===== src/rtl/z80_block_xfer_seq.sv =====
`default_nettype none
// ============================================================================
//  Module      : z80_block_xfer_seq
//  Description : Multi-cycle sequencer for the Z80 LDI/LDD/LDIR/LDDR group.
//                It reads (HL), writes that byte to (DE), then steps HL, DE
//                and BC. The repeat forms loop until BC reaches 0 or an
//                interrupt request breaks the loop.
//  Revision    : 1.0  initial release
// ============================================================================
module z80_block_xfer_seq #(
  parameter bit INT_BREAK = 1'b1
) (
  input  logic        clk,
  input  logic        reset,
  input  logic        start,
  input  logic        dir_dec,
  input  logic        repeat_mode,   // 1 = LDIR/LDDR loop
  input  logic [15:0] bc_in,
  input  logic [15:0] de_in,
  input  logic [15:0] hl_in,
  input  logic [7:0]  f_in,
  input  logic        int_pending,
  output logic [15:0] mem_addr,
  output logic        mem_rd,
  output logic        mem_wr,
  output logic [7:0]  mem_wdata,
  input  logic [7:0]  mem_rdata,
  input  logic        mem_ack,
  output logic        busy,
  output logic        done,
  output logic [15:0] bc_out,
  output logic [15:0] de_out,
  output logic [15:0] hl_out,
  output logic [7:0]  f_out,
  output logic        ip_rewind,
  output logic [16:0] xfer_count
);

  typedef enum logic [2:0] {
    S_IDLE = 3'd0,
    S_RD   = 3'd1,
    S_WR   = 3'd2,
    S_UPD  = 3'd3,
    S_DONE = 3'd4
  } state_t;

  state_t      state_q, state_d;
  logic [15:0] bc_q, bc_d;
  logic [15:0] de_q, de_d;
  logic [15:0] hl_q, hl_d;
  logic [7:0]  f_q, f_d;
  logic [7:0]  data_q, data_d;
  logic        dir_q, dir_d;
  logic        rep_q, rep_d;
  logic        rewind_q, rewind_d;
  logic [16:0] xfer_q, xfer_d;

  logic [15:0] bc_dec;
  logic        bc_nz;
  logic        int_brk;

  // BC after this byte and the loop-break condition, used only in UPD
  assign bc_dec  = bc_q - 16'd1;
  assign bc_nz   = |bc_dec;
  assign int_brk = INT_BREAK & int_pending;

  // Next-state and working-register update
  always_comb begin
    state_d  = state_q;
    bc_d     = bc_q;
    de_d     = de_q;
    hl_d     = hl_q;
    f_d      = f_q;
    data_d   = data_q;
    dir_d    = dir_q;
    rep_d    = rep_q;
    rewind_d = rewind_q;
    xfer_d   = xfer_q;
    unique case (state_q)
      S_IDLE: begin
        if (start) begin
          bc_d     = bc_in;
          de_d     = de_in;
          hl_d     = hl_in;
          f_d      = f_in;
          dir_d    = dir_dec;
          rep_d    = repeat_mode;
          rewind_d = 1'b0;
          xfer_d   = 17'd0;
          state_d  = S_RD;
        end
      end
      S_RD: begin
        if (mem_ack) begin
          data_d  = mem_rdata;
          state_d = S_WR;
        end
      end
      S_WR: begin
        if (mem_ack) begin
          state_d = S_UPD;
        end
      end
      S_UPD: begin
        hl_d     = dir_q ? (hl_q - 16'd1) : (hl_q + 16'd1);
        de_d     = dir_q ? (de_q - 16'd1) : (de_q + 16'd1);
        bc_d     = bc_dec;
        xfer_d   = xfer_q + 17'd1;
        // H and N cleared, P/V reports BC != 0, other flags untouched
        f_d      = {f_q[7:5], 1'b0, f_q[3], bc_nz, 1'b0, f_q[0]};
        rewind_d = rep_q & bc_nz;
        if (rep_q && bc_nz && !int_brk) begin
          state_d = S_RD;
        end else begin
          state_d = S_DONE;
        end
      end
      S_DONE: begin
        state_d = S_IDLE;
      end
      default: begin
        state_d = S_IDLE;
      end
    endcase
  end

  // State and working registers; reset clears everything so outputs read 0
  always_ff @(posedge clk) begin
    if (reset) begin
      state_q  <= S_IDLE;
      bc_q     <= 16'd0;
      de_q     <= 16'd0;
      hl_q     <= 16'd0;
      f_q      <= 8'd0;
      data_q   <= 8'd0;
      dir_q    <= 1'b0;
      rep_q    <= 1'b0;
      rewind_q <= 1'b0;
      xfer_q   <= 17'd0;
    end else begin
      state_q  <= state_d;
      bc_q     <= bc_d;
      de_q     <= de_d;
      hl_q     <= hl_d;
      f_q      <= f_d;
      data_q   <= data_d;
      dir_q    <= dir_d;
      rep_q    <= rep_d;
      rewind_q <= rewind_d;
      xfer_q   <= xfer_d;
    end
  end

  // Bus requests are decoded from state so they drop as soon as state leaves
  assign mem_rd     = (state_q == S_RD);
  assign mem_wr     = (state_q == S_WR);
  assign mem_addr   = (state_q == S_RD) ? hl_q :
                      (state_q == S_WR) ? de_q : 16'd0;
  assign mem_wdata  = (state_q == S_WR) ? data_q : 8'd0;
  assign busy       = (state_q != S_IDLE);
  assign done       = (state_q == S_DONE);
  assign bc_out     = bc_q;
  assign de_out     = de_q;
  assign hl_out     = hl_q;
  assign f_out      = f_q;
  assign ip_rewind  = rewind_q;
  assign xfer_count = xfer_q;

endmodule
`default_nettype wire


===== config.mk =====
export PLATFORM = sky130hd
export DESIGN_NAME = z80_block_xfer_seq
export DESIGN_NICKNAME = d
export VERILOG_FILES = /design/src/rtl/z80_block_xfer_seq.sv
export SDC_FILE = /design/constraint.sdc
export NUM_CORES = 1
export LEC_CHECK = 0
export BUFFER_PORTS_ARGS = -buffer_cell sky130_fd_sc_hd__buf_2
export CORE_UTILIZATION = 56
export DETAILED_ROUTE_END_ITERATION = 6
export GPL_TIMING_DRIVEN = 0
export PLACE_DENSITY = 0.88
export SETUP_SLACK_MARGIN = 0.4
export SLEW_MARGIN = 20
export SYNTH_ARGS = -nofsm -noshare
export SYNTH_HDL_FRONTEND = slang
export SYNTH_SLANG_ARGS = --single-unit

===== constraint.sdc =====
create_clock -name clk -period 7.3 [get_ports clk]
set_clock_uncertainty 0.1 [all_clocks]
set_input_delay 1.825 -clock clk [delete_from_list [all_inputs] [get_ports clk]]
set_output_delay 1.825 -clock clk [all_outputs]
set_load 0.005 [all_outputs]

[Yosys cells after proc, flatten, opt, wreduce, memory -nomap -nowiden]
Index checks and enable logic that the tools add are counted.
Word-level totals
  bits in registers: 87
  latch bits: 0
  RAM bits: 0
  memory bits (read-only): 0
  bits of input ports: 71
  output and inout bits: 102
  logic and storage cells: 60
  memories kept: 0
Cells by class
  $add $sub $neg: 6
  multipliers: 0
  div/mod/pow operators: 0
  magnitude comparators: 0
  eq/ne operators: 7
  shift operators: 0
  mux-type cells: 22
  bitwise logic cells: 2
  reductions and logical operators: 12
Operator list (count)
  two-way mux 16 bit: 7
  case mux 16 bit (2 select lines): 3
  subtractor 16 x 1 -> 16 bit (second input constant): 3
  case mux 17 bit (2 select lines): 1
  adder 16 x 1 -> 16 bit (second input constant): 2
  adder 17 x 1 -> 17 bit (second input constant): 1
  two-way mux 17 bit: 1
  two-way mux 8 bit: 2
  case mux 8 bit (2 select lines): 1
  OR reduction 16 bit: 1
  two-way mux 3 bit: 4
  case mux 3 bit (4 select lines): 1
  equality test 3 x 2 -> 1 bit (second input constant): 2
  AND reduction 2 bit: 3
  AND reduction 3 bit: 2
  inequality test 2 x 1 -> 1 bit (second input constant): 2
  equality test 3 x 1 -> 1 bit (second input constant): 1
  equality test 3 bit (second input constant): 1
  logical NOT 3 bit: 1
  nonzero test 3 bit: 1
  logical AND 1 bit: 2
  inequality test 2 bit (second input constant): 1
  case mux 1 bit (2 select lines): 1
  nonzero test 2 bit: 1
  other kinds (4): 4

[Depth between registers and ports, before layout]
Gate-level depths: netlist of the first run.
  word-level depth: 6
  gate-level depth with buffers: 9
  depth with buffers taken out: 8

[Worst setup path before layout of the first run]
OpenSTA, ideal clock, no wires.
  path type: register -> output
  from: reg state_q[0]
  to: out mem_addr[10]
  data arrival time: 1696 ps
  slack: 3679 ps
  cell stages (with the launch flop): 5
  path buffers: 2
  path through: dfxtp_1 clkbuf_1 nor3b_1 clkbuf_1 a22o_1
Between the ends
  elaborated cells on any way between the ends: 4
  those cells by class: eq/ne: 2; mux: 2
RTL lines
  start, declared: RTL line 47  | state_t state_q, state_d;
  start signal, assigned: RTL line 141  | state_q <= state_d;
  equality test 3 x 1 -> 1 bit
  named net mem_rd: RTL line 24  | output logic mem_rd,
  two-way mux 16 bit: RTL line 157  | assign mem_addr = (state_q == S_RD) ? hl_q :
  end, declared: RTL line 23  | output logic [15:0] mem_addr,
The timed path passes the listed nets, and every way through them passes these cells.

[Worst setup path in the final report of the first run]
  from: reg state_q[0]
  to: out mem_addr[14]
Between the ends
  longest elaborated chain between the ends: 3
  elaborated cells on any way between the ends: 4
  those cells by class: eq/ne: 2; mux: 2
Ends and longest elaborated chain
  equality test 3 x 2 -> 1 bit: RTL line 158  | (state_q == S_WR) ? de_q : 16'd0;
  two-way mux 16 bit: RTL line 158
  two-way mux 16 bit *: RTL line 157
Mark *: on every way between the ends. The rest lies on a longest branch, timed or not.

==> results of run 1 <==
[power by group through the flow]
stage,clock (mW),combinational (mW),sequential [mW]
4_1_cts,0.387,0.345,0.545
6_report,0.390,0.354,0.548
3_5_place_dp,0,0.344,0.556
3_3_place_gp,0,0.337,0.555
5_1_grt,0.409,0.386,0.551
2_1_floorplan,0,0.223,0.547
[stage by stage]
step	std cells	total power, mW	hold slack, ps	utilization
finish	1055	1.29	356	0.707
global route	1055	1.35	374	0.707
detailed placement	1040	0.900	342	0.685
CTS	1055	1.28	356	0.707
global placement	1040	0.892	337	0.684
floorplan	735	0.770	332	-
[how the worst max path moves through the flow]
stage,start,to,slack (ps)
2_1_floorplan,state_q[0],mem_addr[10],3680
3_5_place_dp,state_q[0],mem_addr[14],3260
3_3_place_gp,state_q[0],mem_addr[14],2920
6_report,state_q[0],mem_addr[14],2770
5_1_grt,state_q[0],mem_addr[14],2720
4_1_cts,state_q[0],mem_addr[14],2890
[layout by cell type (no fill, tap or decap), types with 10 or more instances in the layout]
cell	count
nand2_1	84
nand3_1	22
a211oi_1	15
inv_1	22
a22oi_1	12
nor3_1	24
ha_1	31
dfxtp_1	86
a22o_1	16
clkbuf_1	38
nand4_1	10
buf_2	176
a221oi_1	10
o21ai_0	40
and3_1	11
nor2_1	59
xnor2_1	10
a21oi_1	68
and2_1	13
[registers in the layout, indices dropped and copies added (netlist names)]
name        flops
bc_out         16
data_q          8
de_out         16
dir_q           1
f_out           8
hl_out         16
ip_rewind       1
rep_q           1
state_q         3
xfer_count     17
[worst max-delay path, stage by stage, from the launching register on]
cell and delay (ps):
dfxtp_1 320, clkbuf_1 280, nor3b_2 770, clkbuf_1 470, a22o_1 250, buf_2 120
[per-layer routing]
layer	wire length, um	track usage
met4	723	0.134
met1	7790	0.510
met5	0	0
met3	2420	0.0603
met2	8940	0.604
[cell families after synthesis]
kind of cell,count (synthesis),share of synthesized area
multiplexers,7,0.0125
buffers and inverters,71,0.0491
flip-flops,87,0.306
XOR/XNOR,15,0.0231
AO/OA/AOI/OAI,248,0.299
AND/OR/NAND/NOR,274,0.235
adder cells (fa/ha/maj),33,0.0752
[cell type report]
type | instances | area, um^2
buffer | 49 | 196
clock buffer | 9 | 124
clock inverter | 6 | 93.8
fill | 894 | 2880
inverter | 22 | 82.6
multi-input combinational | 577 | 3670
sequential | 87 | 1740
tap | 133 | 166
timing repair buffer | 172 | 861
==> reports/qor.txt, run 1 <==
Die X - 103 um
DP Worst Slack - 3260 ps
Post-synth EDFFs - 0
# nets final - 1,022
DR vias/cell - 6.36
CTS clk-pin slew, worst paths - 100 ps
Most frequent cell after synthesis - dfxtp_1
Yosys top cell by area - dfxtp_1
R2R depth - 8
Drt first pass iters - 5
Number of synthesized register bits - 87
Hold-fix buffers, CTS - 0
Clk buf depth - 2
Async SR Flop Fraction - 0
All-Layer GR Usage - 0.376
Achievable Freq - 0.221 GHz
Hold EP - data_q[1]
Reg2reg setup slack - 4090 ps
Post-route ant nets - 0
Largest net degree at the start of global routing - 33
Maxcap violations - 0
First-pass GRT wire length - 30,400 um
Clk root buf - clkbuf_8
Die area - 10,600 um^2
CP Launch Type - flip-flop
Worst reg2reg startpoint - dir_q
Area share of the largest cell type after synthesis - 0.306
Top post-synthesis cells by area - dfxtp_1 31%, ha_1 6.8%, a21oi_1 6.0%
Die Y - 103 um
Yosys synthesis warning count - 0
Cells after Synth - 735
Congestion Overflow GR - 0
DRT iter0 DRCs - 544
Placed cell area - 6720 um^2
Clock latency on the worst-skew pair - 380 ps
Post-CTS Setup Inserts - 0
Internal - 840 uW
Post-route cell area - 6940 um^2
Crit path DAT - 2600 ps
# DRC - 0
Status - complete, no violations
CP Class - flip-flop to output pin
CP Capture Type - output pin
Comb pwr share - 0.274
Switching Power - 451 uW
Vias in the first global route - 5,930
Quantity of I/O buffers inserted on ports - 172
Diode count - 0
Min-delay worst type - flip-flop to flip-flop
Req. time, crit path - 5380 ps
Period utilisation layout - 0.620
Setup TNS - 0 ps
Total number of vias - 6,710
Top_reg_cell synth - dfxtp_1
DP Wirelength - 14,400 um
Final WS setup - 2770 ps
Initial antenna violation count - 0
Initial Util - 0.579
Sw Ratio - 0.350
Synth cell types - 72
Slew margin rel. - 0.424
Cell area power density - 186 nW/um^2
Slew Viols, Final - 0
Gpl congestion - 0.981
Post-layout min period - 4530 ps
Sequential Power Share - 0.424
Hold wc startpoint - data_q[1]
Share of layout cells above drive strength 1 - 0.226
Setup-failing EPs final - 0
Resized Gates After CTS - 0
CTS tree - built
CORE AREA - 9820 um^2
WL per Instance - 18.8 um
Worst Tran Pin Value - 860 ps
RR Endpoint - de_out[10]
Top-Level Pins - 173
Final Hold Vio Count - 0
Clock share of power - 0.302
Post-Syn Area - 5690 um^2
CTS buffer count - 9
H-tree Lvls - 3
Synthesis-to-layout area growth - 22.0%
Register area share after synthesis - 0.306
Leak - 3.08 nW
Synthesized Nets - 839
Hold Crit Depth - 2
Clock net sink count - 87
RSZ-0062 raised after global routing - no
Commonest cells post-synth - 87 x dfxtp_1, 84 x nand2_1, 68 x a21oi_1, 59 x nor2_1, 40 x o21ai_0
Max IR drop VDD - 0.000133 V
Rows - 36
Worst-path maximum fanout - 10
Syn Area/Cell - 7.74 um^2
Total Wirelength - 19,900 um
Power figures use the tool's default switching activity.
==> inputs of run 2 (changes only) <==
Settings changed: CORE_UTILIZATION 56 to 52, PLACE_DENSITY 0.88 to 0.83.
Clock period 7.3 ns to 4.5 ns, I/O delays scaled along.
==> run 2 against run 1 <==
Against the previous run: power increased by 67%; critical path type unchanged; clock power increased by 78%; die area is 7.5% higher; first-iteration DRC count grew 31%; largest power group unchanged; critical path depth is 1 higher; combinational power is 64% higher; critical endpoint is now mem_addr[8].
==> reports/qor.txt, run 2 (synthesis results as in run 1) <==
Share of layout cells above drive strength 1 - 0.226
Final Hold Vio Count - 0
Vias in the first global route - 6,107
Critical Path Most Common Cell - clkbuf_1
# DRC - 0
WL per Instance - 19.0 um
Clk buf depth - 2
Post-CTS Setup Inserts - 0
Max reg flops - 17
Min-delay worst type - flip-flop to flip-flop
Setup TNS - 0 ps
Initial Util - 0.544
Post-layout min period - 3830 ps
Max IR drop VDD - 0.000196 V
Clock net sink count - 87
CP Launch Type - flip-flop
Diode count - 0
Reg2reg setup slack - 1300 ps
Register Area - 1740 um^2
CP Class - flip-flop to output pin
RR Endpoint - de_out[10]
Synthesis-to-layout area growth - 22.6%
DR vias/cell - 6.32
Fill count - 956
Hold EP - data_q[4]
CTS clk-pin slew, worst paths - 100 ps
Congestion Overflow GR - 0
Resized Gates After CTS - 0
Fin Hold WS - 354 ps
Worst Tran Pin Value - 857 ps
GR peak layer - met2
Period utilisation layout - 0.851
Die Y - 107 um
All-Layer GR Usage - 0.347
Commonest non-fill, non-tap cell in the layout - buf_2
Hold-fix buffers, CTS - 0
R2R depth - 8
Drt first pass iters - 7
CTS tree - built
Worst reg2reg startpoint - dir_q
Top-Level Pins - 173
CP Capture Type - output pin
Slowest cell on the critical path - nor2_1
Total number of vias - 6,694
Largest net degree at the start of global routing - 33
Die area - 11,400 um^2
Total Wirelength - 20,100 um
Quantity of I/O buffers inserted on ports - 172
Commonest non-fill, non-tap cells in the layout - 176 x buf_2, 86 x dfxtp_1, 84 x nand2_1, 68 x a21oi_1, 59 x nor2_1
M3 GR Usage - 0.0669
Worst-path maximum fanout - 10
CP max stage delay - 660 ps
Achievable Freq - 0.261 GHz
H-tree Lvls - 3
Status - complete, no violations
Initial antenna violation count - 0
Die X - 107 um
DP Wirelength - 14,400 um
Crit path DAT - 2600 ps
Critical Path Start - state_q[1]
Maxcap violations - 0
Hold Crit Depth - 2
Clk root buf - clkbuf_8
M1 GR Usage - 0.444
Kind of cell adding the most delay to the critical path - buffers and inverters
DRT iter0 DRCs - 713
Rows - 37
Cell area power density - 310 nW/um^2
Post-route ant nets - 0
Buf/Inv on CP - 3
Clock latency on the worst-skew pair - 380 ps
Req. time, crit path - 3270 ps
RSZ-0062 raised after global routing - no
CORE AREA - 10,500 um^2
Leak - 3.10 nW
Met2 Usage GRT - 0.556
Hold wc startpoint - data_q[4]
CTS buffer count - 9
Footprint of the multi-input gates - 3670 um^2
Setup-failing EPs final - 0
First-pass GRT wire length - 30,800 um
Critical Path, Cell by Cell - clkbuf_1 -> nand2b_1 -> nor2_1 -> clkbuf_1 -> a22o_1 -> buf_2
Gpl congestion - 0.977
Slew margin rel. - 0.429
# nets final - 1,023
Slew Viols, Final - 0
-- run 2: area by class of cell --
type	instances	share of cell area
Inverter	22	0.0118
Sequential cell	87	0.250
Timing Repair Buffer	173	0.125
Tap cell	136	0.0244
Clock inverter	6	0.0167
Clock buffer	9	0.0178
Buffer	49	0.0282
Multi-Input combinational cell	577	0.527
-- run 2: worst max-delay path by stage --
stage | endpoint | slack (ps) | cells after the start
final | mem_addr[8] | 670 | 6
after global routing | mem_addr[10] | 610 | 6
after CTS | mem_addr[7] | 770 | 6
after detailed placement | mem_addr[7] | 1190 | 6
after global placement | mem_addr[14] | 550 | 5
after floorplan | mem_addr[10] | 1580 | 4
-- run 2: report_power, final --
part | leakage (nW) | internal (mW) | switching, mW
Combinational | 2.27 | 0.230 | 0.349
Clock | 0.120 | 0.371 | 0.324
Sequential | 0.711 | 0.819 | 0.0684
Total | 3.10 | 1.42 | 0.742
-- run 2: worst reg2reg max path, cell delays in order, from the launching register on --
cell and delay (ps):
dfxtp_2 820, inv_1 210, fa_1 450, nor2b_1 170
o31a_1 240, nor4_1 80, o31ai_1 560, nor3_1 80
a2111oi_0 380
-- run 2: per-layer routing --
| metal | wire length [um] | vias up |
|---|---|---|
| li1 | - | 3114 |
| met1 | 7900 | 3046 |
| met2 | 9060 | 463 |
| met3 | 2310 | 71 |
| met4 | 815 | 0 |
| met5 | 0 | - |
-- run 2: stage by stage --
step	total power, mW	utilization	cell area (um^2)	setup WS, ps	std cells
floorplan	1.25	-	5690	1580	735
global placement	1.45	0.642	6720	555	1043
detailed placement	1.46	0.644	6730	1190	1044
CTS	2.14	0.666	6970	773	1059
global route	2.24	0.666	6970	615	1059
finish	2.16	0.666	6970	671	1059
==> inputs of run 3 (changes only) <==
Settings changed: CELL_PAD_IN_SITES_DETAIL_PLACEMENT from default to 1, CELL_PAD_IN_SITES_GLOBAL_PLACEMENT from default to 2, CORE_UTILIZATION 52 to 29.
==> run 3 against run 2 <==
Against the previous run: critical path type unchanged; non-clock buffer count did not move; largest cell class unchanged; sequential share of layout area fell by 0.74 points; combinational power rose by 3%.
==> reports/qor.txt, run 3 (synthesis results as in run 1) <==
Status - complete, no violations
Clk root buf - clkbuf_16
Post-layout min period - 3920 ps
CTS tree - built
Worst Tran Pin Value - 974 ps
Vias in the first global route - 6,439
Achievable Freq - 0.255 GHz
Clock net sink count - 87
Share of layout cells above drive strength 1 - 0.226
Min-delay worst type - flip-flop to flip-flop
Post-route ant nets - 0
DR vias/cell - 5.54
Hold-fix buffers, CTS - 0
RSZ-0062 raised after global routing - no
Maxcap violations - 0
Initial Util - 0.300
CTS clk-pin slew, worst paths - 70 ps
Placed cell count - 1,168
CTS buffer count - 9
Initial antenna violation count - 0
Slowest cell on the critical path - nor2_1
H-tree Lvls - 3
CP Class - flip-flop to output pin
Final Hold Vio Count - 0
Commonest non-fill, non-tap cells in the layout - 176 x buf_2, 86 x dfxtp_1, 84 x nand2_1, 68 x a21oi_1, 59 x nor2_1
Req. time, crit path - 3270 ps
Quantity of I/O buffers inserted on ports - 172
Critical Path, Cell by Cell - clkbuf_1 -> nand2b_1 -> nor2_1 -> clkbuf_1 -> a22o_1 -> buf_2
Congestion Overflow GR - 0
Total number of vias - 6,558
Sw Ratio - 0.348
Sequential Power Share - 0.392
Commonest non-fill, non-tap cell in the layout - buf_2
Synthesis-to-layout area growth - 26.3%
Period utilisation layout - 0.872
Cell area power density - 317 nW/um^2
First-pass GRT wire length - 36,800 um
CP max stage delay - 730 ps
Setup-failing EPs final - 0
Switching Power - 794 uW
Buf/Inv on CP - 3
Gpl congestion - 0.842
Kind of cell adding the most delay to the critical path - buffers and inverters
Setup TNS - 0 ps
Footprint of the multi-input gates - 3670 um^2
Top-Level Pins - 173
# DRC - 0
Slew margin rel. - 0.350
Die Y - 142 um
Final WS setup - 577 ps
CP Capture Type - output pin
Fill count - 2,398
Max IR drop VDD - 0.000192 V
Die X - 142 um
Max reg flops - 17
DP Wirelength - 18,200 um
Final std cells w/o fill - 1,184
Largest net degree at the start of global routing - 33
Leak - 3.12 nW
Die area - 20,200 um^2
WL per Instance - 20.4 um
Register Area - 1740 um^2
Total Wirelength - 24,200 um
Resized Gates After CTS - 0
DRT iter0 DRCs - 283
# nets final - 1,023
CORE AREA - 19,000 um^2
CP Launch Type - flip-flop
Post-Route Utilization - 0.379
DP Worst Slack - 1030 ps
Drt first pass iters - 5
Post-CTS Setup Inserts - 0
Clock share of power - 0.347
Rows - 50
Critical Path Most Common Cell - clkbuf_1
All-Layer GR Usage - 0.241
Pwr Total - 2.28 mW
Slew Viols, Final - 0
Diode count - 0
Worst-path maximum fanout - 10
Clock latency on the worst-skew pair - 360 ps
Clk buf depth - 2
Crit path DAT - 2700 ps
Comb pwr share - 0.261
Internal - 1.48 mW
## run 3: per-stage QoR
stage | hold slack (ps) | instance area, um^2
CTS | 356 | 7180
global route | 377 | 7180
global placement | 338 | 6870
floorplan | 332 | 5690
detailed placement | 346 | 6890
finish | 354 | 7180
## run 3: layer usage
metal	track usage	vias up	wire length, um
met2	0.386	185	11000
met5	0	-	0
li1	-	3130	-
met4	0.0775	0	467
met1	0.335	3216	11500
met3	0.0279	27	1240
## run 3: power by group through the flow
stage	clock, mW	sequential, mW	combinational (mW)
finish	0.791	0.892	0.596
global placement	0	0.909	0.579
detailed placement	0	0.909	0.590
global route	0.841	0.900	0.653
floorplan	0	0.887	0.362
CTS	0.808	0.891	0.593
## run 3: final timing paths
check | startpoint | to | slack [ps] | cells past startpoint
worst min register to register | data_q[3] | data_q[3] | 350 | 2
worst max register to register | dir_q | de_out[10] | 1270 | 8
worst min-delay path | data_q[3] | data_q[3] | 350 | 2
worst max-delay path | state_q[1] | mem_addr[7] | 580 | 6
## run 3: tightest hold or removal path, cell delays in order (launching register included)
cell and delay, ps:
dfxtp_1 310, nand2_1 50, a21oi_1 50
## run 3: layout make-up
type                    instances  area share
plain buffers                  49      0.0273
clock buffers                  10      0.0319
clock inverters                 6     0.00940
inverters                      22      0.0115
multi-input cells             577       0.511
flip-flops and latches         87       0.243
well taps                     260      0.0453
repair buffers                173       0.121
